**config.mk**
```make
export PLATFORM = sky130hd
export DESIGN_NAME = mem_arbiter
export DESIGN_NICKNAME = d
export VERILOG_FILES = /design/src/rtl/ascon_pkg.sv /design/src/rtl/arb_wait_cnt.sv /design/src/rtl/mem_arbiter.sv
export SDC_FILE = /design/constraint.sdc
export NUM_CORES = 1
export LEC_CHECK = 0
export CORE_MARGIN = 5
export CORE_UTILIZATION = 22
export CTS_BUF_LIST = sky130_fd_sc_hd__clkbuf_2 sky130_fd_sc_hd__clkbuf_4 sky130_fd_sc_hd__clkbuf_8
export DETAILED_ROUTE_END_ITERATION = 7
export GPL_TIMING_DRIVEN = 0
export PLACE_DENSITY = 0.88
export SYNTH_ARGS = -nofsm -noshare
export SYNTH_HDL_FRONTEND = slang
export SYNTH_SLANG_ARGS = --single-unit
export TNS_END_PERCENT = 50
```
**constraint.sdc**
```tcl
create_clock -name clk -period 3.02 [get_ports clk]
set_clock_uncertainty 0.15 [all_clocks]
set_input_delay 0.755 -clock clk [delete_from_list [all_inputs] [get_ports clk]]
set_output_delay 0.755 -clock clk [all_outputs]
set_load 0.01 [all_outputs]
```
**src/rtl/ascon_pkg.sv**
```systemverilog
// rtl/ascon_pkg.sv - shared arbiter state type and scratch memory geometry
package ascon_pkg;

  typedef enum logic {
    IDLE   = 1'b0,
    WB_ACK = 1'b1
  } arb_state_t;

  localparam int MEM_ADDR_W = 5;
  localparam int MEM_DATA_W = 32;

endpackage

```
**src/rtl/arb_wait_cnt.sv**
```systemverilog
// rtl/arb_wait_cnt.sv - saturating wait counter; hold blocks clearing but not counting
module arb_wait_cnt
  import ascon_pkg::*;
#(
  parameter int CNT_W    = 4,
  parameter int MAX_WAIT = 8
) (
  input  logic clk,
  input  logic nRST,
  input  logic inc,
  input  logic clr,
  input  logic hold,
  output logic full
);

  localparam logic [CNT_W-1:0] MAX_CNT = CNT_W'(MAX_WAIT);

  logic [CNT_W-1:0] cnt;

  assign full = (cnt == MAX_CNT);

  // Holding keeps the count armed across an engine lock so the waiting
  // Wishbone request wins as soon as the lock drops.
  always_ff @(posedge clk) begin
    if (!nRST) begin
      cnt <= '0;
    end else if (clr && !hold) begin
      cnt <= '0;
    end else if (inc && !full) begin
      cnt <= cnt + 1'b1;
    end
  end

endmodule

```
**src/rtl/mem_arbiter.sv**
```systemverilog
// rtl/mem_arbiter.sv - scratch memory port arbiter between Wishbone slave and ASCON engine
module mem_arbiter
  import ascon_pkg::*;
#(
  parameter int ADDR_W   = MEM_ADDR_W,
  parameter int DATA_W   = MEM_DATA_W,
  parameter int MAX_WAIT = 8,
  parameter int CNT_W    = 4
) (
  input  logic              clk,
  input  logic              nRST,
  input  logic              wb_cyc,
  input  logic              wb_stb,
  input  logic              wb_we,
  input  logic [ADDR_W-1:0] wb_addr,
  input  logic [DATA_W-1:0] wb_dat_i,
  output logic [DATA_W-1:0] wb_dat_o,
  output logic              wb_ack,
  input  logic              eng_req,
  input  logic              eng_lock,
  input  logic              eng_we,
  input  logic [ADDR_W-1:0] eng_addr,
  input  logic [DATA_W-1:0] eng_datain,
  output logic              eng_gnt,
  output logic              eng_rvalid,
  output logic [DATA_W-1:0] eng_dataout,
  output logic              mem_we,
  output logic [ADDR_W-1:0] mem_addr,
  output logic [DATA_W-1:0] mem_datain,
  input  logic [DATA_W-1:0] mem_dataout
);

  arb_state_t state, state_nx;
  logic       wb_we_q;
  logic       wb_pend;
  logic       wb_force;
  logic       wb_gnt;

  arb_wait_cnt #(
    .CNT_W   (CNT_W),
    .MAX_WAIT(MAX_WAIT)
  ) u_wait_cnt (
    .clk (clk),
    .nRST(nRST),
    .inc (wb_pend && !wb_gnt),
    .clr (wb_gnt || ((state == IDLE) && !wb_cyc)),
    .hold(eng_lock),
    .full(wb_force)
  );

  always_ff @(posedge clk) begin
    if (!nRST) begin
      state      <= IDLE;
      wb_we_q    <= 1'b0;
      eng_rvalid <= 1'b0;
    end else begin
      state      <= state_nx;
      eng_rvalid <= eng_gnt && eng_we;
      if (wb_gnt) begin
        wb_we_q <= wb_we;
      end
    end
  end

  // Grants are gated by nRST so the memory never sees a write during reset.
  always_comb begin
    state_nx   = IDLE;
    wb_gnt     = 1'b0;
    eng_gnt    = 1'b0;
    mem_we     = 1'b1;
    mem_addr   = '0;
    mem_datain = '0;
    wb_pend    = wb_cyc && wb_stb && (state == IDLE);
    if (nRST && wb_pend && !eng_lock && (!eng_req || wb_force)) begin
      wb_gnt = 1'b1;
    end else if (nRST && eng_req) begin
      eng_gnt = 1'b1;
    end
    if (wb_gnt) begin
      mem_we     = !wb_we;
      mem_addr   = wb_addr;
      mem_datain = wb_dat_i;
      state_nx   = WB_ACK;
    end else if (eng_gnt) begin
      mem_we     = eng_we;
      mem_addr   = eng_addr;
      mem_datain = eng_datain;
    end
  end

  assign wb_ack      = (state == WB_ACK);
  assign wb_dat_o    = (wb_ack && !wb_we_q) ? mem_dataout : '0;
  assign eng_dataout = mem_dataout;

endmodule

```
==> metrics.cfg, run 1 <==
[floorplan]
die_height_um = 86.46
die-area_um2 = 7475
coreArea_um2 = 5608
pin_count = 219
start_util = 0.2294
die_w_um = 86.46
rows = 27

[timing]
period_minus_slack_ns = 2.920
period_share = 0.9667
hold_ws_ns = 0.3266
setup_viol = 0
hold_viol_final = 0
max_slew_margin = 0.4857
grt_setup_unrepaired = yes
slew_violations = 0
worstMarginPinSlew_ns = 0.7698
setup_ws_ns = 0.1005
max_freq_mhz = 342.5

[setup_path]
critical_path_arrival_ns = 2.01
critPathKind = flip-flop to primary output
cp_slowest_stage_delay_ns = 0.34
path_cells = inv_2 -> ha_4 -> nand3b_4 -> a2111oi_4 -> buf_4 -> buf_4 -> buf_4 -> buf_6 -> a22o_1 -> buf_2
slowest_stage = a2111oi_4
crit_required_ns = 2.11
start_kind = flip-flop
critPathMostFrequentCell = buf_4
cp_max_fo = 10
critPathCaptureType = primary output
cp_top_family = buffers and inverters
path_buf_inv = 6

[logic_synthesis]
seq_area_frac_synth = 0.1089
synth_top_area_frac = 0.2519
synth_nets = 271
synth_top_cell_by_area = a22o_1
synthesis.area_um2 = 1286
avgSynthCellArea_um2 = 8.298
synth_warnings = 0
ys_types = 27
syn_inst = 155
synth-seq-cells = 7
synthTopCellsByArea = a22o_1 25%, buf_4 19%, and2_1 16%, dfxtp_1 11%, buf_6 3.5%

[clocking]
cts_made_buffers = 3
clock_latency_ns = 0.22
clk_pin_slew_ns = 0.04
cts_sinks = 7
cts_tree = done
root_buffer = clkbuf_8
clockBufferDepth = 2
ctsHoldBuffers = 0
htreeDepth = 1

[route]
drt_first_pass_iters = 4
via_per_inst = 4.523
wl_mm = 7.576
ant_nets = 0
drt_iter0_drc = 21
wl_per_cell_um = 16.58
drc = 0
vias = 2067

[outcome]
status = completed

[cells_and_area]
area_growth_pct = 170.9
nets = 502
drive_gt1_frac = 0.2753
diodes = 0
final_util = 0.6214
fill_cells = 501
finalNonFillerCells = 457

[grt]
antenna_found_initial = 0
grt_pass1_vias = 2191
grt_max_degree = 11
overflow = 0
grt_pass1_wl_mm = 11.07
grtUsageTotal = 0.1868

[place]
gp_congestion = 0.7857
hpwl_mm = 6.741
place.port_buffers = 218
pre_cts_ws_ns = -0.8482
place_inst = 445

[min_path]
hp-class = flip-flop to flip-flop

[pwr]
fin_total_pwr_mw = 0.5954
power_density_nw_per_um2 = 170.9
peakVddDrop_mv = 0.09663
leakagePower_nw = 1.537

[job]
maxCapViolations = 0

## synth_stat cells
master     instances
a2111oi_4          1
a211oi_1           4
a21oi_1            1
a22o_1            37
a22oi_1            1
a311oi_1           1
and2_1            33
and3b_1            1
buf_2              4
buf_4             32
buf_6              4
clkbuf_1           3
dfxtp_1            7
ha_1               2
inv_1              6
mux2i_1            1
nand2_1            1
nand2b_1           1
nand3_1            1
nand3b_4           2
nand4b_1           1
nor2b_1            1
nor3b_1            1
o311a_2            1
o31ai_1            4
or4_1              2
or4b_1             2
## power by group
group / internal, mW / total (mW) / switching (mW) / leakage (nW)
Combinational: 0.245 / 0.362 / 0.117 / 1.45
Sequential: 0.0950 / 0.0968 / 0.00173 / 0.0577
Clock: 0.0999 / 0.137 / 0.0367 / 0.0262
## registers in the layout, summed over array words and instances (netlist names)
signal and flops:
eng_rvalid 1, wb_we_q 1, u_wait_cnt.cnt 4, wb_ack 1
## path summary, 6_finish.rpt
check                                       start           endpoint  slack [ns]  cells past startpoint
worst min-delay path                      wb_we_q            wb_we_q        0.33                      2
worst max register to register             wb_ack  u_wait_cnt.cnt[1]        1.08                      6
worst max-delay path            u_wait_cnt.cnt[0]     mem_datain[29]        0.10                     10
worst min register to register            wb_we_q            wb_we_q        0.33                      2
## layout make-up
type                            instances  area [um^2]  area share
Timing Repair Buffer                  226         2031      0.5828
Multi-Input combinational cell         99        832.0      0.2388
Buffer                                 43        317.8     0.09120
Sequential cell                         7        142.6     0.04093
Tap cell                               72        90.09     0.02585
Clock buffer                            4        48.80     0.01400
Inverter                                6        22.52    0.006463
## layout by cell type (no fill, tap or decap), types with 3 or more instances in the layout
cell             count
o31ai_1              4
a211oi_1             4
and2_1              33
buf_4               40
buf_6                4
clkbuf_2            31
buf_2               16
inv_2                3
clkdlybuf4s50_1    174
dfxtp_1              5
inv_1                3
a22o_1              37
clkbuf_8             3
## routing by layer
layer / vias up / GRT usage / share of wire
met2: 142 / 0.3623 / 0.52
met1: 906 / 0.1771 / 0.32
met3: 14 / 0.07224 / 0.13
li1: 1005 / - / -
met5: - / 0 / 0
met4: 0 / 0.06232 / 0.026
## cell families (layout without fill, tap and decap cells)
kind of cell               count (synthesis)  in the layout  synth area share
DFF                                        7              7            0.1089
muxes                                      1              1          0.007782
AOI/OAI and AO/OA                         50             50            0.3453
adders and majority gates                  2              2           0.01945
and+or+nand+nor                           46             46            0.2549
buffers and inverters                     49            279            0.2636
## per-stage QoR
stage          area [um^2]  TNS [ns]
3_5_place_dp          3558    -30.97
3_3_place_gp          3558    -30.69
5_1_grt               3485  -0.05685
6_report              3485         0
4_1_cts               3612  -0.01501
2_1_floorplan         1286         0
## timing repair
item / CTS / global route
resized for setup: 85 / 68
setup buffers: 8 / 0
pin swaps: 2 / 0
endpoints found under the setup margin: 39 / 59
## tightest hold or removal path: cells and delay by family (launching register included)
| family | cells | cell delay, ns |
|---|---|---|
| flops | 1 | 0.31 |
| simple gates | 1 | 0.06 |
| mux | 1 | 0.05 |
Power figures use the tool's default switching activity.
==> inputs of run 2 (changes only) <==
- GPL_TIMING_DRIVEN: 0 -> default
==> metrics.cfg, run 2 (synthesis results as in run 1) <==
[outcome]
status = completed

[cells_and_area]
multiInputGateArea_um2 = 819.5  ; -1.5%
nets = 477  ; -5.0%
drive_gt1_frac = 0.1972  ; -0.07810
regMostFlops = u_wait_cnt.cnt
area_growth_pct = 164.5
regArea_um2 = 140.1  ; -1.8%
final_cell_mix = 175 x clkdlybuf4s50_1, 37 x a22o_1, 33 x and2_1
post-route-cell-area_um2 = 3402  ; -2.4%
diodes = 0  ; unchanged
final_common_cell = clkdlybuf4s50_1
fill_cells = 506  ; +1.0%
largest_reg_flops = 4  ; unchanged

[clocking]
clock_latency_ns = 0.22  ; about the same
cts_made_buffers = 3  ; unchanged
clockBufferDepth = 2  ; unchanged
ctsHoldBuffers = 0  ; unchanged
clk_pin_slew_ns = 0.04  ; about the same
htreeDepth = 1  ; unchanged
cts_tree = done
root_buffer = clkbuf_8
cts_sinks = 7  ; unchanged

[pwr]
combPwrFrac = 0.597  ; -0.011
leakagePower_nw = 1.459  ; -5.1%
power_density_nw_per_um2 = 171.5  ; +0.35%
peakVddDrop_mv = 0.1359  ; +41%
clkPwrFrac = 0.238  ; +0.009
p_switching_mw = 0.1559  ; +0.13%
p_sw_frac = 0.2672  ; +0.005746
fin_total_pwr_mw = 0.5833  ; -2.0%
intPower_mw = 0.4274  ; -2.8%
pwr-share-seq = 0.164  ; about the same

[place]
placed_area_um2 = 3392  ; -4.7%
pre_cts_ws_ns = -0.6998  ; +0.1484 ns
hpwl_mm = 6.627  ; -1.7%
gp_congestion = 0.7978  ; +1.5%
place.port_buffers = 218  ; unchanged

[timing]
grt_setup_unrepaired = yes
period_minus_slack_ns = 2.977  ; +0.05779 ns
max_freq_mhz = 335.9  ; -1.9%
setup_viol = 0  ; unchanged
worstMarginPinSlew_ns = 0.7128  ; -0.05706 ns
tns_ns = 0  ; unchanged
setup_ws_ns = 0.04270  ; -0.05779 ns
max_slew_margin = 0.5238  ; +0.03812
period_share = 0.9859  ; +0.01913
slew_violations = 0  ; unchanged
hold_viol_final = 0  ; unchanged

[grt]
grt_max_degree = 33  ; +22
grt_pass1_vias = 2144  ; -2.1%
overflow = 0  ; unchanged
grtUsageTotal = 0.1881  ; +0.001259
grt_pass1_wl_mm = 11.14  ; +0.62%
antenna_found_initial = 0  ; unchanged

[setup_path]
r2r_slack_ns = 1.08  ; about the same
start_kind = input port
crit_required_ns = 2.11  ; about the same
critPathMostFrequentCell = buf_2
cp_slowest_stage_delay_ns = 0.45  ; +0.11 ns
critPathCaptureType = primary output
r2r-end = u_wait_cnt.cnt[0]
r2r_cells = 6  ; unchanged
critPathKind = input port to primary output
critical_path_arrival_ns = 2.07  ; +0.06 ns
slowest_stage = a2111oi_4
cp_top_family = buffers and inverters
r2r-start = u_wait_cnt.cnt[1]
path_buf_inv = 5  ; -1
path_cells = buf_2 -> a2111oi_4 -> buf_4 -> buf_6 -> clkbuf_16 -> a22o_1 -> buf_2
cp_max_fo = 7  ; -3

[route]
drc = 0  ; unchanged
wl_per_cell_um = 18.06  ; +9.0%
ant_nets = 0  ; unchanged
vias = 2003  ; -3.1%
via_per_inst = 4.637  ; +2.5%
drt_first_pass_iters = 4  ; unchanged
wl_mm = 7.804  ; +3.0%
drt_iter0_drc = 36  ; +71%

[min_path]
hp-class = flip-flop to flip-flop
holdPathEnd = wb_we_q
min_from = wb_we_q
min_path_cells = 2  ; unchanged

[floorplan]
start_util = 0.2294  ; unchanged
rows = 27  ; unchanged
pin_count = 219  ; unchanged
die_w_um = 86.46  ; unchanged
die_height_um = 86.46  ; unchanged
coreArea_um2 = 5608  ; unchanged
die-area_um2 = 7475  ; unchanged

[job]
maxCapViolations = 0  ; unchanged

==> run 2: changes by cell type in the layout (fill, tap and decap cells not counted), sizes merged <==
cell | previous run | this run
buf | 60 | 50
clkbuf | 37 | 15
clkdlybuf4s15 | 1 | 4
clkdlybuf4s50 | 174 | 175
dlygate4sd2 | 1 | 4
==> run 2: area by class of cell <==
type	instances	area share
repair buffers	244	0.6705
multi-input cells	99	0.2409
flip-flops and latches	7	0.04119
well taps	72	0.02648
clock buffers	4	0.01434
inverters	6	0.006620
==> run 2: repair_timing <==
action	4_1_cts	5_1_grt
setup endpoints to repair	39	34
gates cloned	2	1
resized for setup	125	24
pin swaps	2	3
endpoints found under the hold margin	0	0
buffers inserted	7	1
==> run 2: power groups by stage <==
stage | Clock (mW) | Sequential, mW | Combinational, mW
after detailed placement | 0 | 0.0972 | 0.366
after floorplan | 0 | 0.0979 | 0.111
after CTS | 0.142 | 0.0957 | 0.352
final | 0.139 | 0.0957 | 0.349
after global placement | 0 | 0.0971 | 0.361
after global routing | 0.147 | 0.0959 | 0.371
==> run 2: worst min-delay path, delay by kind of cell, from the launching register on <==
| kind | cells | cell delay [ns] |
|---|---|---|
| mux | 1 | 0.05 |
| simple gates | 1 | 0.05 |
| flops | 1 | 0.30 |
==> run 2: per-stage QoR <==
stage               std cells  hold WS [ns]    util
global route              432        0.3403  0.6066
global placement          417        0.3039  0.6049
CTS                       430        0.3124  0.6104
finish                    432        0.3097  0.6066
floorplan                 155        0.2851       -
detailed placement        417        0.3070  0.6049
==> run 2: worst max-delay path by stage <==
| stage | startpoint | to | cells after the start |
|---|---|---|---|
| after floorplan | wb_stb | mem_addr[0] | 4 |
| after global placement | wb_stb | mem_datain[25] | 6 |
| after detailed placement | wb_stb | mem_addr[2] | 6 |
| after CTS | nRST | mem_datain[4] | 8 |
| after global routing | eng_req | mem_we | 6 |
| final | eng_req | mem_datain[3] | 7 |
==> run 2: metal layers <==
metal,part of all wire,up-vias,routed length [um],GRT usage
met5,0,-,0,0
met4,0.027,0,214,0.06799
met3,0.13,14,983,0.06844
met2,0.53,159,4127,0.3727
met1,0.32,877,2478,0.1723
li1,-,953,-,-
==> inputs of run 3 (changes only) <==
- CORE_UTILIZATION: 22 -> 25
- SYNTH_HIERARCHICAL: default -> 1
==> metrics.cfg, run 3 <==
[outcome]
status = complete, but fails checks
violations = negative setup slack

[logic_synthesis]
synth_top_cell_by_area = mux2_2
ys_types = 26  ; -3.7%
synth-edff-count = 0  ; unchanged
ys.flop_type = dfxtp_1
avgSynthCellArea_um2 = 8.075  ; -2.7%
synth_nets = 312  ; +15%
yosysMostFrequentCell = and3_1
syn_inst = 196  ; +26%
synth_warnings = 6  ; +6
synth-seq-cells = 7  ; unchanged
synthTopCellsByCount = 37 x and3_1, 35 x mux2_2, 32 x and2_1, 32 x buf_4, 11 x clkbuf_1
synth_top_area_frac = 0.2490  ; -0.002934
synthesis.area_um2 = 1583  ; +23%
synth-async-reset-ratio = 0  ; unchanged
seq_area_frac_synth = 0.08854  ; -0.02041
synthTopCellsByArea = mux2_2 25%, buf_4 15%, and3_1 15%, and2_1 13%, dfxtp_1 8.9%

[place]
placed_area_um2 = 3652  ; +7.7%
gp_congestion = 0.7250  ; -9.1%
hpwl_mm = 5.954  ; -10%
place.port_buffers = 218  ; unchanged
place_inst = 458  ; +9.8%

[cells_and_area]
regMostFlops = u_wait_cnt/cnt
finalNonFillerCells = 471  ; +9.0%
diodes = 0  ; unchanged
drive_gt1_frac = 0.2995  ; +0.1023
final_util = 0.6375  ; +0.03088
area_growth_pct = 151.4
final_cell_mix = 174 x clkdlybuf4s50_1, 37 x and3_1, 32 x and2_1
fill_cells = 502  ; -0.79%
nets = 511  ; +7.1%
final_common_cell = clkdlybuf4s50_1
largest_reg_flops = 4  ; unchanged
post-route-cell-area_um2 = 3979  ; +17%

[floorplan]
die_height_um = 89.57  ; +3.6%
rows = 29  ; +7.4%
pin_count = 219  ; unchanged
die_w_um = 89.57  ; +3.6%
die-area_um2 = 8023  ; +7.3%
coreArea_um2 = 6241  ; +11%
start_util = 0.2536  ; +0.02425

[pwr]
peakVddDrop_mv = 0.1503  ; +11%
intPower_mw = 0.4666  ; +9.2%
clkPwrFrac = 0.227  ; -0.011
p_sw_frac = 0.2641  ; -0.003135
leakagePower_nw = 1.800  ; +23%
pwr-share-seq = 0.152  ; -0.012
power_density_nw_per_um2 = 159.3  ; -7.1%
combPwrFrac = 0.621  ; +0.024
p_switching_mw = 0.1674  ; +7.4%
fin_total_pwr_mw = 0.6340  ; +8.7%

[route]
via_per_inst = 4.552  ; -1.8%
drc = 0  ; unchanged
wl_per_cell_um = 16.27  ; -9.9%
wl_mm = 7.664  ; -1.8%
drt_first_pass_iters = 4  ; unchanged
ant_nets = 0  ; unchanged
drt_iter0_drc = 28  ; -22%
vias = 2144  ; +7.0%

[clocking]
cts_made_buffers = 3  ; unchanged
clk_pin_slew_ns = 0.04  ; about the same
cts_sinks = 7  ; unchanged
htreeDepth = 1  ; unchanged
ctsHoldBuffers = 0  ; unchanged
cts_tree = done
root_buffer = clkbuf_8
clock_latency_ns = 0.23  ; about the same
clockBufferDepth = 2  ; unchanged

[timing]
max_slew_margin = 0.7532  ; +0.2294
hold_viol_final = 0  ; unchanged
slew_violations = 0  ; unchanged
period_share = 1.015  ; +0.02870
worstMarginPinSlew_ns = 0.3689  ; -0.3439 ns
max_freq_mhz = 326.4  ; -2.8%
setup_ws_ns = -0.04398  ; -0.08668 ns
grt_setup_unrepaired = yes
period_minus_slack_ns = 3.064  ; +0.08668 ns
setup_viol = 13  ; +13
hold_ws_ns = 0.3131  ; +0.003358 ns

[min_path]
min_from = wb_we_q
min_path_cells = 2  ; unchanged
hp-class = flip-flop to flip-flop
holdPathEnd = wb_we_q

[setup_path]
start_kind = input port
crit_required_ns = 2.11  ; about the same
cp_max_fo = 7  ; unchanged
r2r_slack_ns = 0.74  ; -0.34 ns
r2r-end = u_wait_cnt/cnt[1]
r2r-start = u_wait_cnt/cnt[1]
critPathCaptureType = primary output
critPathKind = input port to primary output
r2r_cells = 14  ; +8
critical_path_arrival_ns = 2.16  ; +0.09 ns

[grt]
antenna_found_initial = 0  ; unchanged
grt_max_degree = 42  ; +27%
grt_pass1_vias = 2197  ; +2.5%
overflow = 0  ; unchanged
grt_pass1_wl_mm = 10.58  ; -5.1%
grtUsageTotal = 0.1705  ; -0.01757

[job]
maxCapViolations = 0  ; unchanged

[run 3: power groups by stage]
stage	sequential, mW	clock (mW)	combinational [mW]
after floorplan	0.0978	0	0.128
after global placement	0.0975	0	0.364
after global routing	0.0964	0.157	0.417
final	0.0963	0.144	0.394
after CTS	0.0962	0.149	0.394
after detailed placement	0.0976	0	0.370
[run 3: worst max-delay path: stages]
cell	delay [ns]
buf_8	0.08
nand3b_4	0.09
nor4b_4	0.29
buf_6	0.16
buf_12	0.11
buf_12	0.11
buf_16	0.13
mux2_4	0.31
buf_6	0.12
[run 3: how the worst max path moves through the flow]
stage               slack (ns)             end              start  cells after the start
floorplan                 0.21  mem_datain[26]            eng_req                      4
global placement         -0.73  mem_datain[23]             wb_cyc                      6
detailed placement       -0.74  mem_datain[24]             wb_cyc                      6
CTS                      -0.03  mem_datain[20]             wb_cyc                      9
global route             -0.11   mem_datain[1]  u_wait_cnt/cnt[1]                     12
finish                   -0.04   mem_datain[1]             wb_cyc                      9
[run 3: layout make-up]
cell class	count	area, um^2	area share
clock buffers	4	48.80	0.01226
inverters	5	18.77	0.004717
multi-input cells	137	1222	0.3072
flip-flops and latches	7	141.4	0.03553
well taps	77	96.34	0.02421
repair buffers	241	2451	0.6160
[run 3: per-layer routing]
layer | part of all wire | GRT usage
met1 | 0.32 | 0.1632
met5 | 0 | 0
met4 | 0.0086 | 0.05277
met2 | 0.53 | 0.3338
met3 | 0.14 | 0.06204
[run 3: stage by stage]
stage | setup TNS [ns] | setup slack [ns]
final | -0.3789 | -0.04398
after global routing | -1.548 | -0.1120
after CTS | -0.4785 | -0.03116
after detailed placement | -26.87 | -0.7387
after global placement | -26.89 | -0.7300
after floorplan | 0 | 0.2098
[run 3: cell families (layout without fill, tap and decap cells)]
family	count (synthesis)	after routing	synth area share
AOI/OAI and AO/OA	7	7	0.03083
xor gates and xnor gates	1	1	0.005535
adders and majority gates	2	2	0.01581
buffers and inverters	52	250	0.2182
DFF	7	7	0.08853
muxes	39	39	0.2759
and+or+nand+nor	88	88	0.3652
[run 3: what timing repair did]
item                       CTS  global route
setup endpoints to repair   39            30
cloned                       4             0
pin swaps                    3             0
buffers inserted             5             1
resized for setup          233            11
